**src/rtl/game_cmd_scheduler_pkg.sv**
```systemverilog
// Shared command/phase encodings and pending-flag helpers for the game command scheduler.
package game_cmd_scheduler_pkg;

    typedef enum logic [2:0] {
        CMD_NONE   = 3'd0,
        CMD_START  = 3'd1,
        CMD_ROTATE = 3'd2,
        CMD_LEFT   = 3'd3,
        CMD_RIGHT  = 3'd4,
        CMD_DROP   = 3'd5
    } cmd_e;

    typedef enum logic [1:0] {
        PH_IDLE = 2'd0,
        PH_PLAY = 2'd1,
        PH_OVER = 2'd2
    } phase_e;

    // Field order is issue priority, highest first.
    typedef struct packed {
        logic start;
        logic rotate;
        logic left;
        logic right;
        logic drop;
    } pend_t;

    function automatic pend_t phase_mask(phase_e ph);
        pend_t m;
        m = '0;
        if (ph == PH_PLAY) begin
            m        = '1;
            m.start  = 1'b0;
        end else begin
            m.start  = 1'b1;
        end
        return m;
    endfunction

    function automatic cmd_e pick_cmd(pend_t p);
        cmd_e c;
        if (p.start)       c = CMD_START;
        else if (p.rotate) c = CMD_ROTATE;
        else if (p.left)   c = CMD_LEFT;
        else if (p.right)  c = CMD_RIGHT;
        else if (p.drop)   c = CMD_DROP;
        else               c = CMD_NONE;
        return c;
    endfunction

    function automatic pend_t cmd_to_pend(cmd_e c);
        pend_t p;
        p = '0;
        case (c)
            CMD_START:  p.start  = 1'b1;
            CMD_ROTATE: p.rotate = 1'b1;
            CMD_LEFT:   p.left   = 1'b1;
            CMD_RIGHT:  p.right  = 1'b1;
            CMD_DROP:   p.drop   = 1'b1;
            default:    ;
        endcase
        return p;
    endfunction

endpackage

```
**src/rtl/game_cmd_scheduler_key_repeat.sv**
```systemverilog
// Press-edge detector with hold-to-repeat: strobes set_o on the press, after repeat_delay_p
// ticks of holding, and every repeat_rate_p ticks after that.
module game_cmd_scheduler_key_repeat
    import game_cmd_scheduler_pkg::*;
#(
    parameter int repeat_delay_p = 16,
    parameter int repeat_rate_p  = 4
) (
    input  logic clk_i,
    input  logic reset_i,
    input  logic tick_i,
    input  logic key_i,
    output logic set_o
);
    localparam int max_lp = (repeat_delay_p > repeat_rate_p) ? repeat_delay_p : repeat_rate_p;
    localparam int cnt_w_lp = $clog2(max_lp) + 1;
    localparam logic [cnt_w_lp-1:0] delay_last_lp = cnt_w_lp'(repeat_delay_p - 1);
    localparam logic [cnt_w_lp-1:0] rate_last_lp  = cnt_w_lp'(repeat_rate_p - 1);
    localparam logic [cnt_w_lp-1:0] one_lp        = cnt_w_lp'(1);

    logic                held_q;
    logic                repeating_q;
    logic [cnt_w_lp-1:0] cnt_q;
    logic                press;
    logic                terminal;

    assign press    = key_i && !held_q;
    assign terminal = repeating_q ? (cnt_q == rate_last_lp) : (cnt_q == delay_last_lp);
    assign set_o    = press || (key_i && tick_i && terminal);

    // NOTE: state registers use non-blocking assignments so every flop samples pre-edge values.
    always_ff @(posedge clk_i) begin
        if (reset_i) begin
            held_q      <= 1'b0;
            repeating_q <= 1'b0;
            cnt_q       <= '0;
        end else begin
            held_q <= key_i;
            if (!key_i) begin
                repeating_q <= 1'b0;
                cnt_q       <= '0;
            end else if (tick_i) begin
                if (terminal) begin
                    repeating_q <= 1'b1;
                    cnt_q       <= '0;
                end else begin
                    cnt_q <= cnt_q + one_lp;
                end
            end
        end
    end

endmodule

```
**src/rtl/game_cmd_scheduler.sv**
```systemverilog
// Serialises key requests and the gravity timer into one valid/ready command stream and
// sequences the IDLE/PLAY/OVER game phase.
module game_cmd_scheduler
    import game_cmd_scheduler_pkg::*;
#(
    parameter int repeat_delay_p = 16,
    parameter int repeat_rate_p  = 4,
    parameter int drop_period_p  = 32,
    parameter int level_w_p      = 4
) (
    input  logic                 clk_i,
    input  logic                 reset_i,
    input  logic                 tick_64hz_i,
    input  logic [3:0]           keys_i,
    input  logic [level_w_p-1:0] level_i,
    input  logic                 lose_i,
    output logic [2:0]           cmd_o,
    output logic                 cmd_v_o,
    input  logic                 cmd_ready_i,
    output logic [1:0]           phase_o
);
    localparam int drop_w_lp = $clog2(drop_period_p) + 1;
    localparam logic [drop_w_lp-1:0] drop_one_lp = drop_w_lp'(1);

    logic key_left, key_right, key_rotate, key_start;
    assign {key_left, key_right, key_rotate, key_start} = keys_i;

    logic set_left, set_right;

    game_cmd_scheduler_key_repeat #(
        .repeat_delay_p (repeat_delay_p),
        .repeat_rate_p  (repeat_rate_p)
    ) u_key_repeat_left (
        .clk_i   (clk_i),
        .reset_i (reset_i),
        .tick_i  (tick_64hz_i),
        .key_i   (key_left),
        .set_o   (set_left)
    );

    game_cmd_scheduler_key_repeat #(
        .repeat_delay_p (repeat_delay_p),
        .repeat_rate_p  (repeat_rate_p)
    ) u_key_repeat_right (
        .clk_i   (clk_i),
        .reset_i (reset_i),
        .tick_i  (tick_64hz_i),
        .key_i   (key_right),
        .set_o   (set_right)
    );

    phase_e                phase_q;
    cmd_e                  cmd_q;
    logic                  cmd_v_q;
    logic [1:0]            held_q;      // {rotate, start} level history
    logic [drop_w_lp-1:0]  drop_cnt_q;
    pend_t                 pend_q;

    pend_t                 pend_set;
    pend_t                 pend_d;
    pend_t                 mask;
    pend_t                 eligible;
    cmd_e                  issue_cmd;
    logic [drop_w_lp-1:0]  period_shift;
    logic [drop_w_lp-1:0]  drop_period;
    logic                  xfer;
    logic                  can_issue;
    logic                  to_play;
    logic                  to_over;
    logic                  drop_wrap;
    logic                  lr_clash;

    assign xfer      = cmd_v_q && cmd_ready_i;
    assign can_issue = !cmd_v_q || cmd_ready_i;
    assign to_play   = (phase_q != PH_PLAY) && xfer && (cmd_q == CMD_START);
    assign to_over   = (phase_q == PH_PLAY) && lose_i;
    assign lr_clash  = pend_q.left && pend_q.right;

    // Period halves per level; a level deep enough to shift everything out still drops every tick.
    assign period_shift = drop_w_lp'(drop_period_p) >> level_i;
    assign drop_period  = (period_shift == '0) ? drop_one_lp : period_shift;
    assign drop_wrap    = tick_64hz_i && (phase_q == PH_PLAY) &&
                          (drop_cnt_q >= drop_period - drop_one_lp);

    assign pend_set = '{
        start:  key_start && !held_q[0],
        rotate: key_rotate && !held_q[1],
        left:   set_left,
        right:  set_right,
        drop:   drop_wrap
    };

    always_comb begin
        // NOTE: every signal written here is assigned up front so no path can infer a latch.
        mask      = to_play ? phase_mask(PH_PLAY) : phase_mask(phase_q);
        if (to_over) mask = '0;
        eligible  = pend_q & mask;
        if (lr_clash) begin
            eligible.left  = 1'b0;
            eligible.right = 1'b0;
        end
        issue_cmd = can_issue ? pick_cmd(eligible) : CMD_NONE;
        pend_d    = pend_q & ~cmd_to_pend(issue_cmd);
        if (lr_clash) begin
            pend_d.left  = 1'b0;
            pend_d.right = 1'b0;
        end
        // Fresh requests win over this cycle's clears; ineligible ones are discarded.
        pend_d    = (pend_d | pend_set) & mask;
    end

    always_ff @(posedge clk_i) begin
        if (reset_i) begin
            phase_q    <= PH_IDLE;
            cmd_q      <= CMD_NONE;
            cmd_v_q    <= 1'b0;
            held_q     <= '0;
            drop_cnt_q <= '0;
            pend_q     <= '0;
        end else begin
            held_q <= {key_rotate, key_start};
            pend_q <= pend_d;

            if (can_issue) begin
                cmd_q   <= issue_cmd;
                cmd_v_q <= (issue_cmd != CMD_NONE);
            end

            if (drop_wrap) begin
                drop_cnt_q <= '0;
            end else if (tick_64hz_i && (phase_q == PH_PLAY)) begin
                drop_cnt_q <= drop_cnt_q + drop_one_lp;
            end

            case (phase_q)
                PH_IDLE, PH_OVER: begin
                    if (to_play) begin
                        phase_q    <= PH_PLAY;
                        drop_cnt_q <= '0;
                    end
                end
                PH_PLAY: begin
                    if (lose_i) phase_q <= PH_OVER;
                end
                default: phase_q <= PH_IDLE;
            endcase
        end
    end

    assign cmd_o   = cmd_q;
    assign cmd_v_o = cmd_v_q;
    assign phase_o = phase_q;

endmodule

```
**config.mk**
```make
export PLATFORM = sky130hd
export DESIGN_NAME = game_cmd_scheduler
export DESIGN_NICKNAME = d
export VERILOG_FILES = /design/src/rtl/game_cmd_scheduler_pkg.sv /design/src/rtl/game_cmd_scheduler_key_repeat.sv /design/src/rtl/game_cmd_scheduler.sv
export SDC_FILE = /design/constraint.sdc
export NUM_CORES = 1
export LEC_CHECK = 0
export BUFFER_PORTS_ARGS = -buffer_cell sky130_fd_sc_hd__buf_2
export CAP_MARGIN = 30
export CORE_ASPECT_RATIO = 1.4
export CORE_MARGIN = 2
export CORE_UTILIZATION = 47
export DETAILED_ROUTE_END_ITERATION = 7
export PLACE_DENSITY = 0.66
export SYNTH_ARGS = -nofsm -noshare
export SYNTH_HDL_FRONTEND = slang
export SYNTH_SLANG_ARGS = --single-unit
```
**constraint.sdc**
```tcl
create_clock -name clk_i -period 2.1 [get_ports clk_i]
set_input_delay 0 -clock clk_i [delete_from_list [all_inputs] [get_ports clk_i]]
set_output_delay 0 -clock clk_i [all_outputs]
set_load 0.02 [all_outputs]
```
After elaboration in Yosys (flattened, before gate mapping). Cells that the tools add are included.

Output and inout bits: 6. ROM bits: 0. Logic and storage cells: 105. Register bits: 33. RAM bits: 0. Bits in latches: 0. Memories: 0. Bits of input ports: 13.

Div/mod/pow operators: 0. Muxes and demuxes: 29. Reductions and logical operators: 32. Add/sub/neg operators: 4. $lt $le $gt $ge: 1. Equality and inequality tests: 15. Shift-type cells: 1. Bitwise gates (word level): 7. Multipliers: 0.

Operator list (number): $mux W6 (5); $mux W5 (4); $mux W3 (6); $and A5 B5 Y5 (3); $logic_and A1 B1 Y1 (15); $add A5 B1 Y5 const B (2); $eq A5 B2 Y1 const B (2); $eq A5 B4 Y1 const B (2); $mux W1 (8); $mux W2 (4); $add A6 B1 Y6 const B (1); $eq A3 B1 Y1 const B (2); $eq A3 B2 Y1 const B (2); $eq A3 B3 Y1 const B (2); $ge A6 B6 Y1 (1); $logic_not A6 Y1 (1); $reduce_and A2 Y1 (3); $reduce_or A2 Y1 (3); $shr A6 B4 Y6 const A (1); $sub A6 B1 Y6 const B (1); $logic_not A1 Y1 (5); $not A5 Y5 (1); $or A5 B5 Y5 (1); $mux W4 (1); other kinds (9) (13).

Logic depth before layout (Yosys ltp).
Word-level depth: 19. Gate-level depth with buffers: 7.

Cells and area by module. Synthesis repeated with hierarchy kept, for this count alone.

Cell total of the unflattened synthesis: 176. Area, all modules: 1634.1 um^2.

By module, submodules not included: game_cmd_scheduler (cells an instance 116, times used 1, seq. area each 380.4 um^2, area each 1013.5 um^2); game_cmd_scheduler_key_repeat (cells an instance 30, times used 2, seq. area each 140.1 um^2, area each 310.3 um^2).

Least setup slack after synthesis. Ideal clock, no wire load.

Path type: reg-to-reg. Start: register phase_q[0] (netlist: phase_o[0]). End: register pend_q[0] (netlist bit). Setup time: 0.117 ns. Period minus slack after synthesis: 1.747 ns. Cell stages (with the launch flop): 5. Arrival: 1.630 ns. Slack: 0.353 ns. Cells stage by stage: dfxtp_1 nor3b_2 a31oi_4 or4_1 a32o_1.

Word-level cells in the longest chain between the ends: 18. Elaborated cells on any way between the ends: 25. Classes of those cells: eq/ne: 3; mux: 12; bitwise: 5; reduce/logical: 5.

RTL lines: start: declaration (RTL line game_cmd_scheduler.sv:52) `phase_e phase_q;`; start signal: assignment (RTL line game_cmd_scheduler.sv:114) `phase_q <= PH_IDLE;`; start signal: assignment (RTL line game_cmd_scheduler.sv:138) `phase_q <= PH_PLAY;`; start signal: assignment (RTL line game_cmd_scheduler.sv:143) `if (lose_i) phase_q <= PH_OVER;`; $ne A2 B1 Y1 (RTL line game_cmd_scheduler.sv:75) `assign to_play = (phase_q != PH_PLAY) && xfer && (cmd_q == CMD_START);`; $logic_and A1 B1 Y1 (2 in a row) (RTL line game_cmd_scheduler.sv:75); $mux W5 (RTL line game_cmd_scheduler.sv:95) `mask = to_play ? phase_mask(PH_PLAY) : phase_mask(phase_q);`; $mux W5 (RTL line game_cmd_scheduler.sv:96) `if (to_over) mask = '0;`; $and A5 B5 Y5 (RTL line game_cmd_scheduler.sv:97) `eligible = pend_q & mask;`; $mux W3 / $mux W2 (equally long branches) (RTL line game_cmd_scheduler_pkg.sv:46, game_cmd_scheduler.sv:98); $mux W3 (RTL line game_cmd_scheduler_pkg.sv:45) `else if (p.right) c = CMD_RIGHT;`; $mux W3 (RTL line game_cmd_scheduler_pkg.sv:44) `else if (p.left) c = CMD_LEFT;`; $mux W3 (RTL line game_cmd_scheduler_pkg.sv:43) `else if (p.rotate) c = CMD_ROTATE;`; $mux W3 (RTL line game_cmd_scheduler_pkg.sv:42) `if (p.start) c = CMD_START;`; $mux W3 (RTL line game_cmd_scheduler.sv:102) `issue_cmd = can_issue ? pick_cmd(eligible) : CMD_NONE;`; $eq A3 B3 Y1 (RTL line game_cmd_scheduler_pkg.sv:54) `case (c)`; $mux W1 (RTL line game_cmd_scheduler_pkg.sv:54); $not A5 Y5 (RTL line game_cmd_scheduler.sv:103) `pend_d = pend_q & ~cmd_to_pend(issue_cmd);`; $and A5 B5 Y5 (RTL line game_cmd_scheduler.sv:103); $or A5 B5 Y5 (RTL line game_cmd_scheduler.sv:109) `pend_d = (pend_d | pend_set) & mask;`; $and A5 B5 Y5 (*) (RTL line game_cmd_scheduler.sv:109); end signal: assignment (RTL line game_cmd_scheduler.sv:122) `pend_q <= pend_d;`; end: declaration (RTL line game_cmd_scheduler.sv:57) `pend_t pend_q;`.

Mark *: on every way between the ends. The rest lies on a longest branch, timed or not. A chain may end at the register's enable or synchronous reset.

Worst setup path after layout.
Start: register drop_cnt_q[0]. End: register drop_cnt_q[1].

Word-level cells in the longest chain between the ends: 5. Elaborated cells on any way between the ends: 7. Classes of those cells: add/sub: 1; order compare: 1; mux: 4; reduce/logical: 1.

RTL lines: start: declaration (RTL line game_cmd_scheduler.sv:56) `logic [drop_w_lp-1:0] drop_cnt_q;`; start signal: assignment (RTL line game_cmd_scheduler.sv:132) `drop_cnt_q <= drop_cnt_q + drop_one_lp;`; $add A6 B1 Y6 / $ge A6 B6 Y1 (equally long branches) (RTL line game_cmd_scheduler.sv:132, game_cmd_scheduler.sv:83); $mux W6 / $logic_and A1 B1 Y1 (equally long branches) (RTL line game_cmd_scheduler.sv:131, game_cmd_scheduler.sv:82); $mux W6 (*) (RTL line game_cmd_scheduler.sv:129) `if (drop_wrap) begin`; $mux W6 (RTL line game_cmd_scheduler.sv:137) `if (to_play) begin`; $mux W6 (*) (RTL line game_cmd_scheduler.sv:135) `case (phase_q)`.

Marked as above.

==> metrics.md <==
| Metric | Value |
|---|---|
| DIE AREA | `0.004002 mm^2` |
| Clk_lat worst skew | `280 ps` |
| LEAKAGE | `0.7268 nW` |
| Layout cells sized above 1 | `0.1857` |
| Cells after Synth | `180` |
| Clock buffer depth | `2` |
| Root buffer cell | `clkbuf_8` |
| Largest family of logic cells by synthesized area | `simple AND/OR/NAND/NOR gates` |
| Int Pwr | `0.9045 mW` |
| Final hold vios | `0` |
| FF+latch count, synth | `33` |
| Switching share of power | `0.2375` |
| Worst Max-Slew Pin Slew | `roughly 700 ps` |
| Post-synth top cells | `dfxtp_1 (33), nor2_1 (22), ha_1 (9), nor2b_1 (9)` |
| Clk_skew | `3.622 ps` |
| Cts bufs inserted | `5` |
| Compound-Gate Fraction of Synth Area | `0.1670` |
| NumNets Final | `approximately 230` |
| Slew headroom | `0.5312` |
| Synth Warn # | `0` |
| DRC violation count after routing | `0` |
| Power Dens Cells | `a little over 600 mW/mm^2` |
| Dpl ws | `between 150 and 200 ps` |
| WP data required | `2290 ps` |
| Post-Synth Adder-Cell Area | `0.08049` |
| Clock Power Share | `0.386` |
| Crit path max-delay family | `compound AO/OA/AOI/OAI gates` |
| First-pass GRT wire length | `5485 um` |
| GR Util All Layers | `0.1891` |
| DIE WIDTH | `54.04 um` |
| Post-route minimum period | `slightly below 2000 ps` |
| Initial Util | `0.4878` |
| R2R depth | `6` |
| Buf+Inv Stages, Crit Path | `1` |
| Starting DRT DRC Count | `39` |
| Critical path capture point type | `flop` |
| Slowest-stage cell, CP | `a2111oi_0` |
| Switch Pwr | `approximately 0.28 mW` |
| Synth area leaders | `dfxtp_1 (40%), ha_1 (6.8%), nor2_1 (5.0%), xor2_1 (4.3%), nor2b_1 (3.4%)` |
| I/O Buffers | `18` |
| Fillers | `a little over 300` |
| Initial antenna violation count | `0` |
| Crit share post-route | `0.9235` |
| 1st-pass router iterations | `4` |
| CP max FO | `7` |
| Ys async rst share | `0` |
| CP Cell Sequence | `inv_1 > ha_1 > nand2b_1 > a2111oi_0 > o21ai_2 > a221oi_1` |
| Ant diodes | `0` |
| Post-synth EDFFs | `0` |
| Post-synth top area share | `0.4009` |
| Worst hold-check path type | `primary input to flop` |
| Critical path class | `flop to flop` |
| Ports | `19` |
| Vias in the first global route | `1265` |
| WL final | `3330 um` |
| Max cap viols | `0` |
| Overflow after GRT | `0` |
| Vias per cell | `5.500` |
| FMAX | `0.5156 GHz` |
| Main flop type after synthesis | `dfxtp_1` |
| Area grow syn2layout | `16.48%` |
| Routed Antenna Nets | `0` |
| Peak VDD IR | `0.4524 mV` |
| Average wire per standard cell | `around 13 um` |
| Crit path DAT | `approximately 2100 ps` |
| Final setup viols | `0` |
| Hold Path Depth | `2` |
| Post-synthesis mux area share | `0.01215` |
| Post-DP HPWL | `2445 um` |
| Syn avg cell area | `9.155 um^2` |
| Critical path's largest stage delay | `~490 ps` |
| Placer congestion estimate | `between 0.8 and 0.9` |
| CTS tree | `built` |
| Mapped Area | `0.001648 mm^2` |
| Status | `complete, no violations` |
| Most common cell in the netlist | `dfxtp_1` |
| H-tree depth | `2` |
| Combinational fraction of design power | `0.074` |
| Startpoint Class | `flop` |
| Post-Synth Simple-Gate Area | `0.2377` |
| Synth area leader | `dfxtp_1` |
| Clock sinks | `33` |
| Mapped Nets | `202` |
| Seq pwr share | `0.540` |
| Synth Area in XOR/XNOR | `0.06910` |
| Distinct cells, synth | `43` |
| FP Rows | `25` |
| Worst-path clk slew | `approximately 70 ps` |
| CP Depth | `6` |
| Setup ws final | `160.6 ps` |
| Final Max Tran Viols | `0` |
| Hold WS | `54.06 ps` |
| Sequential share of the synthesized area | `0.4009` |
| Pin count of the biggest net entering global routing | `14` |
| Placeable Area | `around 0.0034 mm^2` |
| Routed via count | `approximately 1400` |
| Die Y | `around 74 um` |
## state kept, by name (all words and copies together) (netlist names), 2 cells and up
register	count
u_key_repeat_left.cnt_q	5
held_q	2
drop_cnt_q	6
phase_o	2
cmd_o	3
u_key_repeat_right.cnt_q	5
pend_q	5
## cells in the final DEF (no fill, tap or decap), drive strengths merged, types with 3 or more instances in the layout
cell type / netlist / layout
dfxtp: 33 / 33
nand4: 4 / 4
inv: 8 / 8
nand3: 4 / 4
ha: 9 / 9
xor2: 8 / 8
o21ai: 7 / 7
buf: 2 / 20
nand2b: 3 / 3
a211oi: 7 / 7
or3: 4 / 4
nor2: 22 / 22
nand2: 8 / 8
dlygate4sd3: 0 / 5
xnor2: 5 / 5
nor2b: 9 / 9
a21oi: 7 / 7
nand3b: 4 / 4
or2: 3 / 3
o21a: 6 / 6
clkbuf: 1 / 6
## final timing paths
check	from	end	slack, ps
hold reg to reg	cmd_o[1]	cmd_o[1]	470
setup / recovery	drop_cnt_q[0]	drop_cnt_q[1]	160
hold / removal	reset_i	held_q[0]	50
setup reg to reg	drop_cnt_q[0]	drop_cnt_q[1]	160
## cell type report
| type | count | area, um^2 | share of cell area |
|---|---|---|---|
| repair buffers | 25 | 155.1 | 0.08083 |
| well taps | 40 | 50.05 | 0.02608 |
| clock inverters | 2 | 10.01 | 0.005215 |
| multi-input cells | 136 | 940.9 | 0.4902 |
| inverters | 8 | 30.03 | 0.01565 |
| flip-flops and latches | 33 | 660.6 | 0.3442 |
| clock buffers | 6 | 72.57 | 0.03781 |
## logic make-up (layout without fill, tap and decap cells)
family,after synthesis,after routing
flip-flops,33,33
adder cells (fa/ha/maj),11,11
XOR/XNOR,13,13
buffers and inverters,11,41
multiplexers,2,2
other,1,1
AND/OR/NAND/NOR,71,71
AO/OA/AOI/OAI,38,38
## power by group through the flow
stage | sequential, mW | clock, mW | combinational [mW]
2_1_floorplan | 0.655 | 0 | 0.0495
3_3_place_gp | 0.653 | 0 | 0.0758
3_5_place_dp | 0.654 | 0 | 0.0789
4_1_cts | 0.640 | 0.476 | 0.0866
5_1_grt | 0.641 | 0.505 | 0.0985
6_report | 0.640 | 0.458 | 0.0877
## stage by stage
step / util / instance area (um^2) / setup TNS [ps] / total power [mW] / cells
2_1_floorplan: - / 1648 / 0 / 0.7044 / 180
3_3_place_gp: 0.5278 / 1783 / 0 / 0.7292 / 237
3_5_place_dp: 0.5278 / 1783 / 0 / 0.7331 / 237
4_1_cts: 0.5670 / 1916 / 0 / 1.203 / 250
5_1_grt: 0.5681 / 1919 / -29.75 / 1.244 / 250
6_report: 0.5681 / 1919 / 0 / 1.186 / 250
## layer usage
layer / vias up / part of all wire / GRT usage
met2: 32 / 0.53 / 0.3333
met3: 8 / 0.041 / 0.06225
met1: 640 / 0.41 / 0.1995
met4: 0 / 0.021 / 0.08333
li1: 695 / - / -
met5: - / 0 / 0
## timing repair
action	CTS	global route
gates resized for setup	0	1
hold buffers	5	0
endpoints found under the setup margin	0	1
buffers inserted	0	0
hold endpoints to repair	5	0
No activity file was read; power rests on OpenSTA's default activity.
